<file path="config.mk">
export PLATFORM = sky130hd
export DESIGN_NAME = frac_dec_scheduler_flat
export DESIGN_NICKNAME = d
export VERILOG_FILES = /design/src/rtl/frac_dec_pkg.sv /design/src/rtl/frac_dec_scheduler_if.sv /design/src/rtl/frac_dec_addr_gen.sv /design/src/rtl/frac_dec_scheduler.sv /design/src/flat_wrapper.sv
export SDC_FILE = /design/constraint.sdc
export NUM_CORES = 1
export LEC_CHECK = 0
export BUFFER_PORTS_ARGS = -buffer_cell sky130_fd_sc_hd__buf_2
export CAP_MARGIN = 15
export CORE_ASPECT_RATIO = 1.25
export CORE_MARGIN = 10
export CORE_UTILIZATION = 45
export CTS_BUF_LIST = sky130_fd_sc_hd__clkbuf_4
export DETAILED_ROUTE_END_ITERATION = 12
export GPL_ROUTABILITY_DRIVEN = 0
export PLACE_DENSITY_LB_ADDON = 0.12
export SYNTH_ARGS = -nofsm -noshare
export SYNTH_HDL_FRONTEND = slang
export SYNTH_SLANG_ARGS = --single-unit
</file>
<file path="constraint.sdc">
create_clock -name CLK -period 3.5 [get_ports CLK]
set_clock_uncertainty 0.15 [all_clocks]
set_input_delay 0.175 -clock CLK [delete_from_list [all_inputs] [get_ports CLK]]
set_output_delay 0.175 -clock CLK [all_outputs]
set_load 0.05 [all_outputs]
</file>
<file path="src/rtl/frac_dec_pkg.sv">
// Shared parameters, widths and FSM encoding for the L/M polyphase decimator scheduler.
// Changing L, M or TAPS_NUM here resizes every address and counter in the slice.
package frac_dec_pkg;

    localparam int L        = 2;
    localparam int M        = 3;
    localparam int TAPS_NUM = 138;
    localparam int MAC_LAT  = 2;

    localparam int P     = TAPS_NUM / L;
    localparam int AW    = $clog2(P);
    localparam int CW    = $clog2(TAPS_NUM);
    localparam int PW    = (L > 1) ? $clog2(L) : 1;
    localparam int ACC_W = $clog2(L + M);

    typedef enum logic [1:0] {
        S_IDLE  = 2'd0,
        S_CHECK = 2'd1,
        S_MAC   = 2'd2
    } state_t;

    // Circular delay-line pointer steps; compare-and-wrap avoids a modulo divider.
    function automatic logic [AW-1:0] dec_wrap(input logic [AW-1:0] a);
        return (a == '0) ? AW'(P - 1) : a - 1'b1;
    endfunction

    function automatic logic [AW-1:0] inc_wrap(input logic [AW-1:0] a);
        return (a == AW'(P - 1)) ? '0 : a + 1'b1;
    endfunction

endpackage

</file>
<file path="src/rtl/frac_dec_scheduler_if.sv">
// Sample handshake plus datapath control bus between the scheduler and the decimator datapath.
interface frac_dec_scheduler_if;
    import frac_dec_pkg::*;

    logic          EN;
    logic          bypass;
    logic          in_valid;
    logic          in_ready;
    logic          wr_en;
    logic [AW-1:0] wr_addr;
    logic [AW-1:0] samp_addr;
    logic [CW-1:0] coeff_addr;
    logic          mac_en;
    logic          mac_clr;
    logic          mac_last;
    logic [PW-1:0] phase;
    logic          byp_sel;
    logic          out_valid;

    modport master (
        input  EN, bypass, in_valid,
        output in_ready, wr_en, wr_addr, samp_addr, coeff_addr,
               mac_en, mac_clr, mac_last, phase, byp_sel, out_valid
    );

    modport slave (
        output EN, bypass, in_valid,
        input  in_ready, wr_en, wr_addr, samp_addr, coeff_addr,
               mac_en, mac_clr, mac_last, phase, byp_sel, out_valid
    );

endinterface

</file>
<file path="src/rtl/frac_dec_addr_gen.sv">
// Tap counter for one MAC job: walks coefficients of the selected phase (stride L)
// while walking the delay line backwards from the newest sample.
module frac_dec_addr_gen
    import frac_dec_pkg::*;
(
    input  logic          CLK,
    input  logic          RST,
    input  logic          start,
    input  logic          step,
    input  logic [PW-1:0] phase_in,
    input  logic [AW-1:0] newest,
    output logic [CW-1:0] coeff_addr,
    output logic [AW-1:0] samp_addr,
    output logic          first,
    output logic          last
);

    logic [AW-1:0] k;

    always_ff @(posedge CLK) begin
        if (RST) begin
            k          <= '0;
            coeff_addr <= '0;
            samp_addr  <= '0;
        end else if (start) begin
            k          <= '0;
            coeff_addr <= CW'(phase_in);
            samp_addr  <= newest;
        end else if (step) begin
            k          <= k + 1'b1;
            coeff_addr <= coeff_addr + CW'(L);
            samp_addr  <= dec_wrap(samp_addr);
        end
    end

    assign first = (k == '0);
    assign last  = (k == AW'(P - 1));

endmodule

</file>
<file path="src/rtl/frac_dec_scheduler.sv">
// Control sequencer for the L/M polyphase fractional decimator sharing one MAC.
// Each accepted sample triggers zero or more P-tap jobs chosen by the phase accumulator.
module frac_dec_scheduler
    import frac_dec_pkg::*;
(
    input  logic                 CLK,
    input  logic                 RST,
    frac_dec_scheduler_if.master bus
);

    state_t               state, nxt;
    logic [ACC_W-1:0]     acc;
    logic [AW-1:0]        wr_ptr;
    logic [AW-1:0]        newest;
    logic [PW-1:0]        phase_q;
    logic [MAC_LAT-1:0]   vld_pipe;
    logic                 byp_q;
    logic                 accept, job_start, in_mac;
    logic                 tap_first, tap_last;
    logic                 mac_en, mac_clr, mac_last;

    assign bus.in_ready = (state == S_IDLE) & bus.EN & ~RST;
    assign accept       = bus.in_valid & bus.in_ready;
    assign bus.wr_en    = accept & ~bus.bypass;
    assign bus.wr_addr  = wr_ptr;
    assign newest       = dec_wrap(wr_ptr);
    assign job_start    = (state == S_CHECK) && (acc < ACC_W'(L));
    assign in_mac       = (state == S_MAC);

    frac_dec_addr_gen u_addr (
        .CLK        (CLK),
        .RST        (RST),
        .start      (job_start),
        .step       (in_mac),
        .phase_in   (PW'(acc)),
        .newest     (newest),
        .coeff_addr (bus.coeff_addr),
        .samp_addr  (bus.samp_addr),
        .first      (tap_first),
        .last       (tap_last)
    );

    always_comb begin
        nxt      = state;
        mac_en   = 1'b0;
        mac_clr  = 1'b0;
        mac_last = 1'b0;
        case (state)
            S_IDLE:  if (accept && !bus.bypass) nxt = S_CHECK;
            S_CHECK: nxt = job_start ? S_MAC : S_IDLE;
            S_MAC: begin
                mac_en   = 1'b1;
                mac_clr  = tap_first;
                mac_last = tap_last;
                if (tap_last) nxt = S_CHECK;
            end
            default: nxt = S_IDLE;
        endcase
    end

    always_ff @(posedge CLK) begin
        if (RST) begin
            state    <= S_IDLE;
            acc      <= '0;
            wr_ptr   <= '0;
            phase_q  <= '0;
            vld_pipe <= '0;
            byp_q    <= 1'b0;
        end else begin
            state <= nxt;
            if (bus.wr_en) wr_ptr <= inc_wrap(wr_ptr);
            // CHECK either launches a job for this phase or retires L from the accumulator.
            if (state == S_CHECK) begin
                if (job_start) begin
                    phase_q <= PW'(acc);
                    acc     <= acc + ACC_W'(M);
                end else begin
                    acc <= acc - ACC_W'(L);
                end
            end
            byp_q    <= accept & bus.bypass;
            vld_pipe <= (vld_pipe << 1) | MAC_LAT'(mac_last);
        end
    end

    assign bus.mac_en    = mac_en;
    assign bus.mac_clr   = mac_clr;
    assign bus.mac_last  = mac_last;
    assign bus.phase     = phase_q;
    assign bus.byp_sel   = byp_q;
    assign bus.out_valid = vld_pipe[MAC_LAT-1] | byp_q;

endmodule

</file>
<file path="src/flat_wrapper.sv">
// flat-port wrapper written by rule: the top's interface ports become plain ports
module frac_dec_scheduler_flat import frac_dec_pkg::*;
  (CLK, RST, bus_EN, bus_bypass, bus_in_valid, bus_in_ready, bus_wr_en, bus_wr_addr, bus_samp_addr, bus_coeff_addr, bus_mac_en, bus_mac_clr, bus_mac_last, bus_phase, bus_byp_sel, bus_out_valid);
  frac_dec_scheduler_if bus_i ();
  input  logic CLK;
  input  logic RST;
  input wire logic [$bits(bus_i.EN)-1:0] bus_EN;
  input wire logic [$bits(bus_i.bypass)-1:0] bus_bypass;
  input wire logic [$bits(bus_i.in_valid)-1:0] bus_in_valid;
  output wire logic [$bits(bus_i.in_ready)-1:0] bus_in_ready;
  output wire logic [$bits(bus_i.wr_en)-1:0] bus_wr_en;
  output wire logic [$bits(bus_i.wr_addr)-1:0] bus_wr_addr;
  output wire logic [$bits(bus_i.samp_addr)-1:0] bus_samp_addr;
  output wire logic [$bits(bus_i.coeff_addr)-1:0] bus_coeff_addr;
  output wire logic [$bits(bus_i.mac_en)-1:0] bus_mac_en;
  output wire logic [$bits(bus_i.mac_clr)-1:0] bus_mac_clr;
  output wire logic [$bits(bus_i.mac_last)-1:0] bus_mac_last;
  output wire logic [$bits(bus_i.phase)-1:0] bus_phase;
  output wire logic [$bits(bus_i.byp_sel)-1:0] bus_byp_sel;
  output wire logic [$bits(bus_i.out_valid)-1:0] bus_out_valid;
  assign bus_i.EN = bus_EN;
  assign bus_i.bypass = bus_bypass;
  assign bus_i.in_valid = bus_in_valid;
  assign bus_in_ready = bus_i.in_ready;
  assign bus_wr_en = bus_i.wr_en;
  assign bus_wr_addr = bus_i.wr_addr;
  assign bus_samp_addr = bus_i.samp_addr;
  assign bus_coeff_addr = bus_i.coeff_addr;
  assign bus_mac_en = bus_i.mac_en;
  assign bus_mac_clr = bus_i.mac_clr;
  assign bus_mac_last = bus_i.mac_last;
  assign bus_phase = bus_i.phase;
  assign bus_byp_sel = bus_i.byp_sel;
  assign bus_out_valid = bus_i.out_valid;
  frac_dec_scheduler u_core (.CLK(CLK), .RST(RST), .bus(bus_i));
endmodule
</file>
# == Word level (Yosys, flattened, before mapping) ==
# Index checks and enable logic that the tools add are counted.
# classes
n_addsub,7
multipliers,0
n_div,0
order_cmp,1
eq_ne,6
shift,0
muxes,15
bitwise,9
n_reduce_logical,11
# ops
cell,count
two-way mux 7 bit,5
zero test 7 bit,3
"adder 7 x 1 -> 7 bit, second input constant",2
"equality test 7 bit, second input constant",2
"subtractor 7 x 1 -> 7 bit, second input constant",2
"adder 8 x 2 -> 8 bit, second input constant",1
two-way mux 2 bit,3
case mux 2 bit (3 select lines),1
bitwise AND 1 bit,5
two-way mux 1 bit,5
"!= test 2 bit, second input constant",2
AND reduction 2 bit,2
"adder 3 x 2 -> 3 bit, second input constant",1
"less-than comparator 3 x 2 -> 1 bit, second input constant",1
two-way mux 3 bit,1
"subtractor 3 x 2 -> 3 bit, second input constant",1
"equality test 2 x 1 -> 1 bit, second input constant",1
"equality test 2 bit, second input constant",1
logical AND 1 bit,2
zero test 2 bit,1
NOT 1 bit,2
bitwise OR 2 x 1 -> 2 bit,1
nonzero test 2 bit,1
OR reduction 2 bit,1
other kinds (2),2
# totals
reg_bits,38
latchBits,0
ram_bits,0
mem_bits_ro,0
input_bits,5
out_inout_bits,30
elab_cells,59
mem_count,0

# == Depth between registers and ports, before layout ==
# logic_depth
word_depth,7
ltp_mapped,7

# == Modules after synthesis ==
# Synthesis repeated with hierarchy kept, for this count alone.
# hier_totals
cells_unflattened,243
area_unflattened_um2,2033.2
# by_module_without_submodules
mod,instances,cells_per_inst,area_per_inst_um2,seq_area_each_um2
frac_dec_addr_gen,1,133,1122.3,440.4
frac_dec_scheduler,1,110,910.9,320.3

# == Worst setup path before layout ==
# OpenSTA, ideal clock, no wires.
# synth_timing
path_kind,register to output
from,register u_core.u_addr.k[0]
to,output bus_mac_clr
arrival_time_ps,2499
required_time_ps,3175
setup_slack_ps,676
path_stages_with_launch,5
n_path_buf,0
cell_sequence,dfxtp_1 > inv_1 > ha_1 > nor4b_1 > nor4b_1
# synth_via
elab_chain_len,2
# synth_lines
element,line_no,rtl
from (decl),frac_dec_addr_gen.sv:18,logic [AW-1:0] k;
from (signal assigned),frac_dec_addr_gen.sv:30,k <= k + 1'b1;
zero test 7 bit,frac_dec_addr_gen.sv:36,assign first = (k == '0);
two-way mux 1 bit,frac_dec_scheduler.sv:48,case (state)
to (decl),flat_wrapper.sv:16,output wire logic [$bits(bus_i.mac_clr)-1:0] bus_mac_clr;
# No other way between the ends.

# == Worst setup path in the final report ==
# layout_timing
from,register u_core.state[0]
to,output bus_wr_en
# layout_via
elab_chain_len,5
# layout_lines
element,line_no,rtl
from (decl),frac_dec_scheduler.sv:11,"state_t state, nxt;"
from (signal assigned),frac_dec_scheduler.sv:70,state <= nxt;
zero test 2 bit,frac_dec_scheduler.sv:22,assign bus.in_ready = (state == S_IDLE) & bus.EN & ~RST;
bitwise AND 1 bit (2 in a row),frac_dec_scheduler.sv:22,
bitwise AND 1 bit,frac_dec_scheduler.sv:23,assign accept = bus.in_valid & bus.in_ready;
bitwise AND 1 bit,frac_dec_scheduler.sv:24,assign bus.wr_en = accept & ~bus.bypass;
to (decl),flat_wrapper.sv:11,output wire logic [$bits(bus_i.wr_en)-1:0] bus_wr_en;
# No other way between the ends.

==> run_summary.xml <==
<?xml version="1.0" encoding="UTF-8"?>
<metrics>
  <group name="status">
    <metric name="status" unit="">finished clean</metric>
  </group>
  <group name="layout">
    <metric name="nets" unit="">292</metric>
    <metric name="syn2layout_area_growth" unit="%">16.4</metric>
    <metric name="fillCellCount" unit="">425</metric>
    <metric name="n_antenna_cell" unit="">0</metric>
    <metric name="final_layout_size_suffix_gt1_frac" unit="">0.165</metric>
  </group>
  <group name="setup_path">
    <metric name="crit_fanout" unit="">8</metric>
    <metric name="critical_path.n_buffers_inverters" unit="">3</metric>
    <metric name="critPathMostFrequentCell" unit="">sky130_fd_sc_hd__inv_1</metric>
    <metric name="worstSetupPathType" unit="">flop to output port</metric>
    <metric name="critical_path_required" unit="ns">3.17</metric>
    <metric name="cpLargestDelayFamily" unit="">simple AND/OR/NAND/NOR gates</metric>
    <metric name="critPathMaxStageDelay" unit="ns">0.60</metric>
    <metric name="startpoint_kind_of_the_worst_setup_timing_path" unit="">flop</metric>
    <metric name="cp.arrival" unit="ns">2.05</metric>
    <metric name="critPathSlowestCell" unit="">sky130_fd_sc_hd__or4b_4</metric>
    <metric name="critical_path.cell_chain" unit="">or4b_4 &gt; inv_1 &gt; nand3b_1 &gt; inv_1 &gt; buf_2</metric>
    <metric name="timing.critical_path.to_type" unit="">output port</metric>
  </group>
  <group name="timing">
    <metric name="drv_slew" unit="">0</metric>
    <metric name="post_route_setup_tns" unit="ns">0</metric>
    <metric name="timing.final.setup_violations" unit="">0</metric>
    <metric name="slew_headroom" unit="">0.384</metric>
    <metric name="finalHoldViolCount" unit="">0</metric>
    <metric name="layout_worst_path_cycle_share" unit="">0.679</metric>
    <metric name="fmax" unit="MHz">421</metric>
    <metric name="setup_repair_after_global_routing_missed_its_margin" unit="">no</metric>
    <metric name="layout_min_cycle_time" unit="ns">2.38</metric>
    <metric name="worstMarginPinSlew" unit="ns">0.912</metric>
  </group>
  <group name="logic_synthesis">
    <metric name="postSynthAreaPerCell" unit="um^2">8.10</metric>
    <metric name="yosysTopAreaCellShare" unit="">0.385</metric>
    <metric name="yosys.area.top_type" unit="">sky130_fd_sc_hd__dfxtp_1</metric>
    <metric name="yosys_warnings" unit="">0</metric>
    <metric name="post_synth_design_cell_area" unit="um^2">1980</metric>
    <metric name="synth_commonest_cells" unit="">sky130_fd_sc_hd__dfxtp_1, sky130_fd_sc_hd__nand2_1, sky130_fd_sc_hd__nor2_1</metric>
    <metric name="yosys_register_bits" unit="">38</metric>
    <metric name="synth.distinct_cells" unit="">44</metric>
    <metric name="syn_nets" unit="">259</metric>
    <metric name="async_flop_share" unit="">0</metric>
    <metric name="synth_ff_type" unit="">sky130_fd_sc_hd__dfxtp_1</metric>
    <metric name="count_of_flip_flops_with_a_built_in_enable_after_synthesis" unit="">0</metric>
    <metric name="synth-seq-area-share" unit="">0.385</metric>
    <metric name="gate_count_after_technology_mapping" unit="">244</metric>
    <metric name="post-synth-top-count-cell" unit="">sky130_fd_sc_hd__dfxtp_1</metric>
    <metric name="yosys-top-cells-area" unit="">sky130_fd_sc_hd__dfxtp_1, sky130_fd_sc_hd__ha_1, sky130_fd_sc_hd__nand2_1</metric>
  </group>
  <group name="floorplan">
    <metric name="boundaryPins" unit="">35</metric>
    <metric name="placementRows" unit="">26</metric>
    <metric name="floorplan.core_area" unit="um^2">4160</metric>
    <metric name="starting_utilization_of_the_core_area" unit="">0.475</metric>
    <metric name="die_w" unit="um">79.3</metric>
    <metric name="die_height" unit="um">94.1</metric>
    <metric name="die_area" unit="um^2">7460</metric>
  </group>
  <group name="global_routing">
    <metric name="grt_usage" unit="">0.126</metric>
    <metric name="wire_length_of_the_first_global_routing_pass" unit="mm">7.80</metric>
    <metric name="grt_start_max_net_pins" unit="">23</metric>
    <metric name="first_global_vias" unit="">1688</metric>
    <metric name="grt_antenna_before_repair" unit="">0</metric>
    <metric name="grt.overflow.total" unit="">0</metric>
  </group>
  <group name="pwr">
    <metric name="power.switching_fraction" unit="">0.250</metric>
    <metric name="switching_power" unit="W">0.000232</metric>
    <metric name="finalPower" unit="W">0.000925</metric>
    <metric name="total_leakage_power" unit="nW">0.941</metric>
    <metric name="clock_power_share" unit="">0.399</metric>
    <metric name="comb_power_share" unit="">0.114</metric>
    <metric name="seq_power_share" unit="">0.487</metric>
    <metric name="vdd_ir_drop_max" unit="mV">0.185</metric>
    <metric name="internal_dissipation" unit="W">0.000694</metric>
    <metric name="power-per-cell-area" unit="nW/um^2">402</metric>
  </group>
  <group name="clocking">
    <metric name="post_cts_buffers" unit="">0</metric>
    <metric name="clkTransAtPathRegs" unit="ns">0.12</metric>
    <metric name="ctsLongestPathBuffers" unit="">2</metric>
    <metric name="ctsHtreeMaxLevel" unit="">2</metric>
    <metric name="post_cts_resized" unit="">0</metric>
    <metric name="clkLatencyLatePin" unit="ns">0.35</metric>
    <metric name="cts_root_buf" unit="">sky130_fd_sc_hd__clkbuf_4</metric>
    <metric name="tritoncts" unit="">yes</metric>
    <metric name="total_clock_buffers_created_by_cts" unit="">5</metric>
    <metric name="clock_sink_count" unit="">38</metric>
  </group>
  <group name="drt">
    <metric name="route.detailed.drc" unit="">0</metric>
    <metric name="detail_route.iter0.violations" unit="">112</metric>
    <metric name="postRouteWirelength" unit="mm">4.53</metric>
    <metric name="antenna_left" unit="">0</metric>
    <metric name="drt_first_pass_iters" unit="">4</metric>
    <metric name="avgRoutedWirePerCell" unit="um">13.6</metric>
    <metric name="vias_per_cell" unit="">5.33</metric>
    <metric name="number_of_vias_after_detailed_routing" unit="">1779</metric>
  </group>
  <group name="hold_path">
    <metric name="hold_path_class" unit="">input pin to flop</metric>
  </group>
  <group name="job">
    <metric name="maxCapViolCount" unit="">0</metric>
  </group>
  <group name="placed_design">
    <metric name="place.detailed.hpwl" unit="mm">3.38</metric>
    <metric name="numPortBuffers" unit="">34</metric>
  </group>
</metrics>
[state kept, by name (all words and copies together), names as in the netlist]
register / cells
u_core.u_addr.coeff_addr: 8
u_core.bus.wr_addr: 7
u_core.bus.byp_sel: 1
u_core.vld_pipe: 2
u_core.bus.phase: 1
u_core.state: 2
u_core.acc: 3
u_core.u_addr.k: 7
u_core.u_addr.samp_addr: 7
[per-layer routing]
layer	vias to the layer above	track usage	routed length, um
met2	28	0.215	2150
met1	822	0.143	2100
met4	0	0.0494	75
li1	921	-	-
met5	-	0	0
met3	8	0.0393	199
[power by group through the flow]
stage	sequential (W)	clock (W)	combinational [W]
after floorplan	0.000480	0	0.0000585
after global placement	0.000460	0	0.000104
after detailed placement	0.000460	0	0.000105
after CTS	0.000450	0.000379	0.000106
after global routing	0.000452	0.000391	0.000116
final	0.000451	0.000370	0.000105
[path summary, 6_finish.rpt]
| kind | startpoint | to | slack [ns] | cells after the start |
|---|---|---|---|---|
| max | u_core.state[0] | bus_wr_en | 1.12 | 5 |
| min | bus_in_valid | u_core.bus.wr_addr[2] | 0.07 | 4 |
| max reg2reg | u_core.bus.wr_addr[0] | u_core.u_addr.samp_addr[2] | 1.30 | 5 |
| min reg2reg | u_core.bus.phase | u_core.bus.phase | 0.31 | 2 |
[area by class of cell]
| type | instances | area, um^2 | share of cell area |
|---|---|---|---|
| clock buffers | 5 | 37.5 | 0.0163 |
| clock inverters | 3 | 63.8 | 0.0277 |
| inverters | 13 | 48.8 | 0.0212 |
| multi-input cells | 183 | 1130 | 0.491 |
| flip-flops and latches | 38 | 761 | 0.331 |
| well taps | 56 | 70.1 | 0.0305 |
| repair buffers | 36 | 190 | 0.0827 |
[worst register-to-register path, cell delays in order, from the launching register on]
cell and delay, ns:
sky130_fd_sc_hd__dfxtp_1 0.38, sky130_fd_sc_hd__inv_1 0.13, sky130_fd_sc_hd__ha_1 0.17, sky130_fd_sc_hd__nor4b_1 0.74, sky130_fd_sc_hd__a21oi_1 0.25, sky130_fd_sc_hd__a221oi_1 0.29
[logic make-up after synthesis]
group,count (synthesis),synth area share
AOI/OAI and AO/OA,47,0.152
xor gates and xnor gates,16,0.0709
adders and majority gates,10,0.0633
buffers and inverters,23,0.0437
DFF,38,0.385
muxes,1,0.00506
and+or+nand+nor,109,0.280
[repair_timing]
| action | 4_1_cts | 5_1_grt |
|---|---|---|
| hold buffers | 2 | 0 |
| endpoints found under the setup margin | 0 | 0 |
| endpoints found under the hold margin | 1 | 0 |
[layout by cell type (no fill, tap or decap), drive strengths merged, types with 5 or more instances in the layout]
cell	netlist	routed
a21oi	19	19
buf	3	34
clkbuf	7	5
dfxtp	38	38
ha	10	10
inv	13	13
nand2	30	30
nand3b	5	5
nor2	26	26
nor3	12	12
o21ai	9	9
or3	6	6
xnor2	11	11
xor2	5	5
[metrics by stage]
stage / utilization / instances / cell area (um^2) / hold WS (ns) / worst slack, ns
final: 0.553 / 334 / 2300 / 0.0729 / 1.12
after CTS: 0.553 / 334 / 2300 / 0.0512 / 1.09
after floorplan: - / 244 / 1980 / 0.171 / 0.676
after global placement: 0.523 / 324 / 2180 / 0.290 / 1.31
after global routing: 0.553 / 334 / 2300 / 0.0672 / 0.946
after detailed placement: 0.523 / 324 / 2180 / 0.291 / 1.33
Power figures use the tool's default switching activity.
